===== config.mk =====
export PLATFORM = sky130hd
export DESIGN_NAME = mem_port_arbiter
export DESIGN_NICKNAME = d
export VERILOG_FILES = /design/src/rtl/mem_port_arbiter.sv
export SDC_FILE = /design/constraint.sdc
export NUM_CORES = 1
export LEC_CHECK = 0
export CORE_ASPECT_RATIO = 0.8
export CORE_MARGIN = 5
export CORE_UTILIZATION = 40
export DETAILED_ROUTE_END_ITERATION = 12
export PLACE_DENSITY = 0.77
export SLEW_MARGIN = 25
export SYNTH_ARGS = -nofsm -noshare
export SYNTH_HDL_FRONTEND = slang
export SYNTH_SLANG_ARGS = --single-unit

===== constraint.sdc =====
create_clock -name clk -period 9.3 [get_ports clk]
set_input_delay 1.86 -clock clk [delete_from_list [all_inputs] [get_ports clk]]
set_output_delay 1.86 -clock clk [all_outputs]
set_load 0.01 [all_outputs]

===== src/rtl/mem_port_arbiter.sv =====
// mem_port_arbiter
//   Shares one single-port memory between the instruction-fetch (IF) port and
//   the data (MEM) port. One transaction is in flight at a time. The winner
//   gets its read data with a one-cycle ack. Stall flags tell the pipeline
//   controller which stage is waiting.
//
//   Arbitration: MEM wins over IF unless IF has already lost IF_STARVE_LIMIT
//   arbitrations in a row. A granted transaction that sees no ram_ack within
//   TIMEOUT_CYCLES is aborted. The requester is acked with zero data and the
//   sticky timeout_err flag is set.
//
//   Sequence: IDLE (arbitrate) -> BUSY_I / BUSY_D (ram_req high) -> DONE (ack) -> IDLE.
//
// Ports
//   clk, rst                 clock, asynchronous active-high reset
//   if_req/if_addr           IF read request, held until if_ack
//   if_rdata/if_ack          IF read data, valid with the one-cycle if_ack
//   mem_req/mem_we/mem_addr/mem_wdata   data request, held until mem_ack
//   mem_rdata/mem_ack        data read data (0 for writes), valid with mem_ack
//   ram_req/ram_we/ram_addr/ram_wdata   memory request, registered
//   ram_rdata/ram_ack        memory response; ram_ack is ignored outside BUSY
//   stall_if, stall_mem      requester is waiting (req && !ack)
//   timeout_err              sticky; set by any aborted transaction
//
// Optional feature (macro ARB_PERF_EN)
//   Adds perf_if_wait and perf_mem_wait. These 32-bit saturating counters count
//   the cycles with stall_if or stall_mem high. Reset clears them.

module mem_port_arbiter #(
  parameter int unsigned ADDR_WIDTH      = 32,
  parameter int unsigned DATA_WIDTH      = 32,
  parameter int unsigned TIMEOUT_CYCLES  = 64,
  parameter int unsigned IF_STARVE_LIMIT = 4
) (
  input  logic                  clk,
  input  logic                  rst,
  // Instruction-fetch port
  input  logic                  if_req,
  input  logic [ADDR_WIDTH-1:0] if_addr,
  output logic [DATA_WIDTH-1:0] if_rdata,
  output logic                  if_ack,
  // Data port
  input  logic                  mem_req,
  input  logic                  mem_we,
  input  logic [ADDR_WIDTH-1:0] mem_addr,
  input  logic [DATA_WIDTH-1:0] mem_wdata,
  output logic [DATA_WIDTH-1:0] mem_rdata,
  output logic                  mem_ack,
  // Memory side
  output logic                  ram_req,
  output logic                  ram_we,
  output logic [ADDR_WIDTH-1:0] ram_addr,
  output logic [DATA_WIDTH-1:0] ram_wdata,
  input  logic [DATA_WIDTH-1:0] ram_rdata,
  input  logic                  ram_ack,
  // Status
  output logic                  stall_if,
  output logic                  stall_mem,
  output logic                  timeout_err
`ifdef ARB_PERF_EN
  ,
  output logic [31:0]           perf_if_wait,
  output logic [31:0]           perf_mem_wait
`endif
);

  // IF_STARVE_LIMIT and TIMEOUT_CYCLES must both be at least 1.
  localparam int unsigned StarveW = $clog2(IF_STARVE_LIMIT + 1);
  localparam int unsigned TmoW    = $clog2(TIMEOUT_CYCLES + 1);

  localparam logic [StarveW-1:0] StarveMax = StarveW'(IF_STARVE_LIMIT);
  localparam logic [TmoW-1:0]    TmoLast   = TmoW'(TIMEOUT_CYCLES - 1);

  typedef enum logic [1:0] {
    StIdle,
    StBusyI,
    StBusyD,
    StDone
  } state_e;

  state_e              state_q;
  logic [StarveW-1:0]  starve_q;
  logic [TmoW-1:0]     tmo_q;
  logic                if_win;

  // A starved IF beats a pending MEM request.
  assign if_win = if_req && (!mem_req || (starve_q == StarveMax));

  // The acks are registered, so the stall flags drop in the ack cycle.
  assign stall_if  = if_req  && !if_ack;
  assign stall_mem = mem_req && !mem_ack;

  always_ff @(posedge clk or posedge rst) begin
    if (rst) begin
      state_q     <= StIdle;
      starve_q    <= '0;
      tmo_q       <= '0;
      ram_req     <= 1'b0;
      ram_we      <= 1'b0;
      ram_addr    <= '0;
      ram_wdata   <= '0;
      if_rdata    <= '0;
      mem_rdata   <= '0;
      if_ack      <= 1'b0;
      mem_ack     <= 1'b0;
      timeout_err <= 1'b0;
    end else begin
      case (state_q)
        StIdle: begin
          tmo_q <= '0;
          if (if_win) begin
            state_q   <= StBusyI;
            starve_q  <= '0;
            ram_req   <= 1'b1;
            ram_we    <= 1'b0;
            ram_addr  <= if_addr;
            ram_wdata <= '0;
          end else if (mem_req) begin
            state_q   <= StBusyD;
            ram_req   <= 1'b1;
            ram_we    <= mem_we;
            ram_addr  <= mem_addr;
            ram_wdata <= mem_wdata;
            if (if_req && (starve_q != StarveMax)) begin
              starve_q <= starve_q + 1'b1;
            end
          end
        end

        StBusyI, StBusyD: begin
          if (ram_ack) begin
            state_q <= StDone;
            ram_req <= 1'b0;
            tmo_q   <= '0;
            if (state_q == StBusyI) begin
              if_rdata <= ram_rdata;
              if_ack   <= 1'b1;
            end else begin
              mem_rdata <= ram_we ? '0 : ram_rdata;
              mem_ack   <= 1'b1;
            end
          end else if (tmo_q == TmoLast) begin
            // The memory never answered. Abort the transaction and ack the
            // requester with zero data so that it does not hang.
            state_q     <= StDone;
            ram_req     <= 1'b0;
            tmo_q       <= '0;
            timeout_err <= 1'b1;
            if (state_q == StBusyI) begin
              if_rdata <= '0;
              if_ack   <= 1'b1;
            end else begin
              mem_rdata <= '0;
              mem_ack   <= 1'b1;
            end
          end else begin
            tmo_q <= tmo_q + 1'b1;
          end
        end

        StDone: begin
          // The ack is visible for this cycle only. There is no arbitration
          // here, so the requester has a cycle to drop its req.
          if_ack  <= 1'b0;
          mem_ack <= 1'b0;
          state_q <= StIdle;
        end

        default: state_q <= StIdle;
      endcase
    end
  end

`ifdef ARB_PERF_EN
  always_ff @(posedge clk or posedge rst) begin
    if (rst) begin
      perf_if_wait  <= '0;
      perf_mem_wait <= '0;
    end else begin
      if (stall_if && (perf_if_wait != 32'hFFFF_FFFF)) begin
        perf_if_wait <= perf_if_wait + 32'd1;
      end
      if (stall_mem && (perf_mem_wait != 32'hFFFF_FFFF)) begin
        perf_mem_wait <= perf_mem_wait + 32'd1;
      end
    end
  end
`endif

endmodule


---- Yosys cells after proc, flatten, opt, wreduce, memory -nomap -nowiden ----
Index checks and enable logic that the tools add are counted.
operators by class
  mux-type cells .......................... 39
  add/subtract/negate cells ............... 2
  eq/ne operators ......................... 8
  bitwise logic cells ..................... 2
  reduce and logical (&&, ||, !) cells .... 23
operator list
  kind                                           count
  two-way mux 32 bit                             13
  AND reduction 3 bit                            5
  two-way mux 7 bit                              2
  one-hot mux 7 bit (2 select lines)             1
  two-way mux 1 bit                              12
  nonzero test 2 bit                             5
  two-way mux 3 bit                              3
  != test 3 bit, second input constant           3
  two-way mux 2 bit                              4
  adder 7 x 1 -> 7 bit, second input constant    1
  == test 7 x 6 -> 1 bit, second input constant  1
  one-hot mux 1 bit (2 select lines)             3
  one-hot mux 2 bit (3 select lines)             1
  AND reduction 2 bit                            3
  == test 2 bit, second input constant           2
  logical AND 1 bit                              4
  adder 3 x 1 -> 3 bit, second input constant    1
  == test 3 bit, second input constant           1
  zero test 1 bit                                3
  == test 2 x 1 -> 1 bit, second input constant  1
  zero test 2 bit                                1
  inverter 1 bit                                 2
  OR reduction 2 bit                             1
  logical OR 1 bit                               1
storage, ports and cells
  flip-flop bits (word level) ............. 145
  output and inout port bits .............. 135

---- Depth between registers and ports, before layout ----
Gate-level depths: netlist of the first run.
  depth after elaboration ................. 5
  gate-level depth with buffers ........... 8
  depth with buffers taken out ............ 6

---- Worst setup path after synthesis of the first run ----
No wires, ideal clock.
  path kind ............................... input to output
  start ................................... in if_req
  end ..................................... out stall_if
  data arrival time ....................... 2.057 ns
  required time ........................... 7.440 ns
  path slack .............................. 5.383 ns
  cell stages on the path ................. 1
  path through ............................ nor2b_1
on the way
  longest elaborated chain between the ends .. 1
ends and longest elaborated chain
  element            RTL line  source
  start, declared    38        input logic if_req,
  logical AND 1 bit  90        assign stall_if = if_req && !if_ack;
  end, declared      57        output logic stall_if,
No other way between the ends.

---- Final worst setup path of the first run ----
Same ends and word-level chain as after synthesis.

==> results.cfg, run 1 <==
[worst_setup_path]
startpoint_type = primary input
crit_arrival_ps = 3270
worst-r2r-setup-slack_ps = 7020
rr_startpoint = starve_q[0]$_DFFE_PP0P_
r2r_end = ram_addr[29]$_DFFE_PP0P_
ff2ff_path_depth = 7
crit_required_ps = 7440
cp_max_fo = 8
critPathCaptureType = output port
worst-setup-path-type = primary input to output port

[die]
die_w_microns = 147
chipHeight_microns = 120
rows = 40
initial_core_util_pct = 40.4
fp.coreArea_sq_um = 14900
io_pins = 269
die-area_sq_um = 17600

[cells_and_area]
final_cell_mix = 268 x clkdlybuf4s50_1, 145 x dfrtp_1, 109 x nand2_1, 64 x a22o_1, 55 x o21ai_0
drive_above_1_share_pct = 6.05
utilization_pct = 62.7
layout_commonest_cell = clkdlybuf4s50_1
area_delta_synth_final_pct = 55.1
n_antenna_cell = 0
final_net_count = 920

[pwr]
power.total_mw = 3.08
power.leakage_nw = 4.28
max-vdd-ir-drop_v = 0.000131
powerDensity_nw_per_um2 = 331

[drt]
vias_per_cell = 5.13
dr.pass1.iters = 4
wl_per_cell_microns = 17.9
drt-initial-drc-count = 304
ant_nets = 0
dr_total_vias = 5035
drc_errors = 0
routed_wl_microns = 17600

[timing]
setup_viol = 0
fin_ws_ps = 4170
rsz0062_at_grt = no
finalCritPeriodShare_pct = 55.1
finalCriticalPeriod_ps = 5130
hold_viol = 0
timing.fmax_mhz = 195
slew_headroom_pct = 36.7
tightest_slew_ps = 946
drv_slew = 0
fin_worst_skew_ps = 8.57
tns_ps = 0

[placement]
gp_congestion = 0.848
post-place-ws_ps = 4180
dp_hpwl_microns = 12500
port_buffers = 268

[synthesis]
synth_seq_cells = 145
synth_cell_types = 43
syn_inst = 524
synth-seq-area-share_pct = 60.4
yosys_warnings = 0
syn_nets = 664
netlist_area_sq_um = 6010
synth.avg_cell_area_sq_um = 11.5

[clock_tree]
cts-root-buf = clkbuf_16
post_cts_buffers = 0
cts_tree = yes
numClockSinks = 145
numCtsBuffers = 17
cts_resized = 0
htreeDepth = 4
clkLatencyLatePin_ps = 420
hold_buffers = 0
clock_path_buffers = 2
path_clk_slew_ps = 60

[global_route]
antenna_found_initial = 0
grt_max_degree = 129
grt_overflow = 0
grt_first_pass_wirelength_microns = 28100
first_global_vias = 5231
grt_use_total_pct = 20.2

[run]
drv_cap = 0

[hold_path]
holdPathEnd = timeout_err$_DFFE_PP0P_
min_from = timeout_err$_DFFE_PP0P_
hold_depth = 1
worstHoldPathType = flop to flop

[status]
status = complete, no violations
==> worst max-delay path by stage <==
stage | startpoint | to | slack, ps | cells past startpoint
floorplan | rst | async pin | 3550 | 1
global placement | if_req | stall_if | 4210 | 3
detailed placement | if_req | stall_if | 4180 | 3
CTS | if_req | stall_if | 4170 | 3
global route | if_req | stall_if | 4100 | 3
finish | if_req | stall_if | 4170 | 3
==> synth_stat cells, drive strengths merged <==
cell type  count  area, sq um
or2            2         12.5
ha             6         75.1
nor3           3         31.3
nand2        110          415
o31a           1         10.0
a22o          64          561
nand3          5         30.0
o21a           1         7.51
nand4          1         6.26
a21bo          1         10.0
nor2b          3         18.8
mux2i         32          320
and3b          1         8.76
mux2           1         11.3
a21oi          4         20.0
and3           2         12.5
buf           28          221
dfrtp        145         3630
inv            7         26.3
o41ai          1         8.76
nor3b          1         7.51
o311ai         1         8.76
o2bb2ai        1         8.76
a21o           3         22.5
a2bb2oi        1         8.76
nor2           3         11.3
and2b          1         7.51
or4            2         15.0
a31oi          1         6.26
clkbuf         9         36.3
o31ai          1         7.51
o211ai         1         21.3
o21ai         77          389
nand2b         4         25.0
==> cell type report <==
type                       instances  area, sq um
tap                              189          236
inverter                           7         31.3
timing repair buffer             274         2730
clock inverter                    13          154
multi-input combinational        335         2110
sequential                       145         3630
clock buffer                      19          433
fill                            1163         5540
==> per-layer routing <==
metal,GRT usage [%],vias up,wire (microns)
met1,23.2,2411,6910
met3,9.29,22,1820
met2,33.7,238,8580
li1,-,2364,-
met4,6.23,0,273
met5,0,-,0
==> flip-flops by register name, indices dropped and copies added (netlist names), named ones only <==
| name | count |
|---|---|
| tmo_q | 7 |
| mem_ack | 1 |
| ram_wdata | 32 |
| ram_req | 1 |
| if_rdata | 32 |
| ram_addr | 32 |
| mem_rdata | 32 |
| timeout_err | 1 |
| ram_we | 1 |
| starve_q | 3 |
| state_q | 2 |
==> cell families (layout without fill, tap and decap cells) <==
logic type | after synthesis | after routing | share of synthesized area (%)
AOI/OAI and AO/OA | 158 | 158 | 18.1
adders and majority gates | 6 | 6 | 1.25
buffers and inverters | 44 | 313 | 4.73
DFF | 145 | 145 | 60.4
muxes | 33 | 33 | 5.52
and+or+nand+nor | 138 | 138 | 10.0
==> stage by stage <==
stage	hold WS (ps)	area, sq um	std cells
after floorplan	474	6010	524
after global placement	462	8730	950
after detailed placement	462	8730	950
after CTS	481	9320	982
after global routing	500	9320	982
final	470	9320	982
==> power by group <==
group          internal (mW)  switching, mW  total [mW]  leakage (nW)
Sequential             0.904          0.160        1.06          1.84
Combinational          0.722          0.620        1.34          2.17
Clock                  0.400          0.277       0.676         0.272
Total                   2.03           1.06        3.08          4.28
==> worst max-delay path, stage by stage <==
cell and delay (ps):
clkdlybuf4s50_1 680, nor2b_1 180, clkdlybuf4s50_1 550
No activity file was read; power rests on OpenSTA's default activity.
==> run 2, diff against run 1 <==
CORE_UTILIZATION = 38   (was 40)
clock period = 4.4 ns   (was 9.3 ns; I/O delays follow)
==> run 2 against run 1 <==
- wire length is 3.3% higher
- total power grew 120%
- combinational power up 110%
- clock power is 130% higher
- clock skew down 0.90 ps
- worst hold slack got worse by 11 ps
- non-clock buffer count is the same
- critical endpoint unchanged
- via count decreased by 0.30%
- sequential power is 110% higher
- sequential cell count is the same
==> results.cfg, run 2 (same netlist as run 1, synthesis figures left out) <==
[clock_tree]
cts-root-buf = clkbuf_16
hold_buffers = 0
clock_path_buffers = 2
cts_tree = yes
numClockSinks = 145
clkLatencyLatePin_ps = 410
path_clk_slew_ps = 60
cts_resized = 0
post_cts_buffers = 0
htreeDepth = 4
numCtsBuffers = 17

[drt]
wl_per_cell_microns = 18.0
drt-initial-drc-count = 266
dr_total_vias = 5020
wl_met2_microns = 8790
ant_nets = 0
wl_met1_microns = 7240
dr.pass1.iters = 4
vias_per_cell = 4.99
wl_met3_microns = 1890
routed_wl_microns = 18200
drc_errors = 0
top_layer_used = met4

[die]
die_w_microns = 151
chipHeight_microns = 122
initial_core_util_pct = 38.4
fp.coreArea_sq_um = 15600
rows = 41
die-area_sq_um = 18400
io_pins = 269

[cells_and_area]
layout_commonest_cell = clkdlybuf4s50_1
final_net_count = 920
n_antenna_cell = 0
area_delta_synth_final_pct = 57.0
fin_area_sq_um = 9440
drive_above_1_share_pct = 6.19
utilization_pct = 60.3
final_cell_mix = 268 x clkdlybuf4s50_1, 145 x dfrtp_1, 109 x nand2_1, 64 x a22o_1, 55 x o21ai_0

[global_route]
grt_max_degree = 146
antenna_found_initial = 0
grt_first_pass_wirelength_microns = 28000
first_global_vias = 5233
grt_overflow = 0
grt_use_total_pct = 19.5

[timing]
fin_ws_ps = 1260
drv_slew = 0
tightest_slew_ps = 952
timing.fmax_mhz = 318
setup_viol = 0
rsz0062_at_grt = no
finalCritPeriodShare_pct = 71.4
hold_viol = 0
tns_ps = 0
slew_headroom_pct = 36.2
finalCriticalPeriod_ps = 3140
fin_worst_skew_ps = 7.68

[worst_setup_path]
slowest_stage = clkdlybuf4s50_1
worst-setup-path-type = primary input to output port
cp_max_fo = 8
cpMostUsedCell = clkdlybuf4s50_1
startpoint_type = primary input
crit_chain = clkdlybuf4s50_1, nor2b_1, clkdlybuf4s50_1
cp_top_family = buffers and inverters
critPathCaptureType = output port
crit_required_ps = 3520
crit_buf_inv = 2
crit_arrival_ps = 2260
cpPeakStageDelay_ps = 670

[pwr]
power.leakage_nw = 4.33
p_clk_share_pct = 23.6
max-vdd-ir-drop_v = 0.000300
swShare_pct = 33.1
powerDensity_nw_per_um2 = 707
power.switching_mw = 2.21
p_int_mw = 4.47
seq_power_share_pct = 33.8
combPwrFrac_pct = 42.6

[placement]
dp_hpwl_microns = 13200
port_buffers = 268
gp_congestion = 0.821
post-place-ws_ps = 1270
dpl_cell_area_sq_um = 8790

[run]
drv_cap = 0

[status]
status = complete, no violations

[hold_path]
worstHoldPathType = flop to flop
[run 2: changes by cell type in the layout (fill, tap and decap cells not counted), sizes merged]
| cell | change |
|---|---|
| inv | -3 |
| clkbuf | -1 |
| clkinv | +1 |
| clkinvlp | -1 |
| bufinv | +3 |
[run 2: power by group through the flow]
stage                     sequential, mW  combinational [mW]  clock [mW]
final                               2.25                2.85        1.58
after global routing                2.32                3.08        1.67
after CTS                           2.26                2.89        1.61
after detailed placement            2.27                2.87           0
after global placement              2.24                2.79           0
after floorplan                     2.47                1.15           0
[run 2: stage by stage]
| stage | total power [mW] | hold slack [ps] | cells |
|---|---|---|---|
| 4_1_cts | 6.76 | 461 | 1007 |
| 2_1_floorplan | 3.62 | 474 | 524 |
| 3_3_place_gp | 5.03 | 441 | 976 |
| 6_report | 6.68 | 459 | 1007 |
| 5_1_grt | 7.07 | 494 | 1007 |
| 3_5_place_dp | 5.14 | 450 | 976 |
[run 2: final cells by class]
type                       instances  area (sq um)
clock inverter                    13           210
multi-input combinational        335          2110
tap                              215           269
clock buffer                      18           439
timing repair buffer             274          2750
sequential                       145          3630
inverter                           7          30.0
fill                            1220          6210
[run 2: path summary, 6_finish.rpt]
check	from	end	slack, ps	depth (start not counted)
hold reg to reg	timeout_err$_DFFE_PP0P_	timeout_err$_DFFE_PP0P_	460	1
min in group asynchronous	rst	if_rdata[8]$_DFFE_PP0P_	1070	3
setup / recovery	if_req	stall_if	1260	3
setup reg to reg	starve_q[0]$_DFFE_PP0P_	ram_addr[27]$_DFFE_PP0P_	2190	7
max in group asynchronous	rst	ram_wdata[25]$_DFFE_PP0P_	2770	3
hold / removal	timeout_err$_DFFE_PP0P_	timeout_err$_DFFE_PP0P_	460	1
[run 2: routing by layer]
layer	vias up	GRT usage, %
li1	2355	-
met1	2397	23.5
met2	251	32.8
met3	17	6.87
met4	0	6.57
met5	-	0
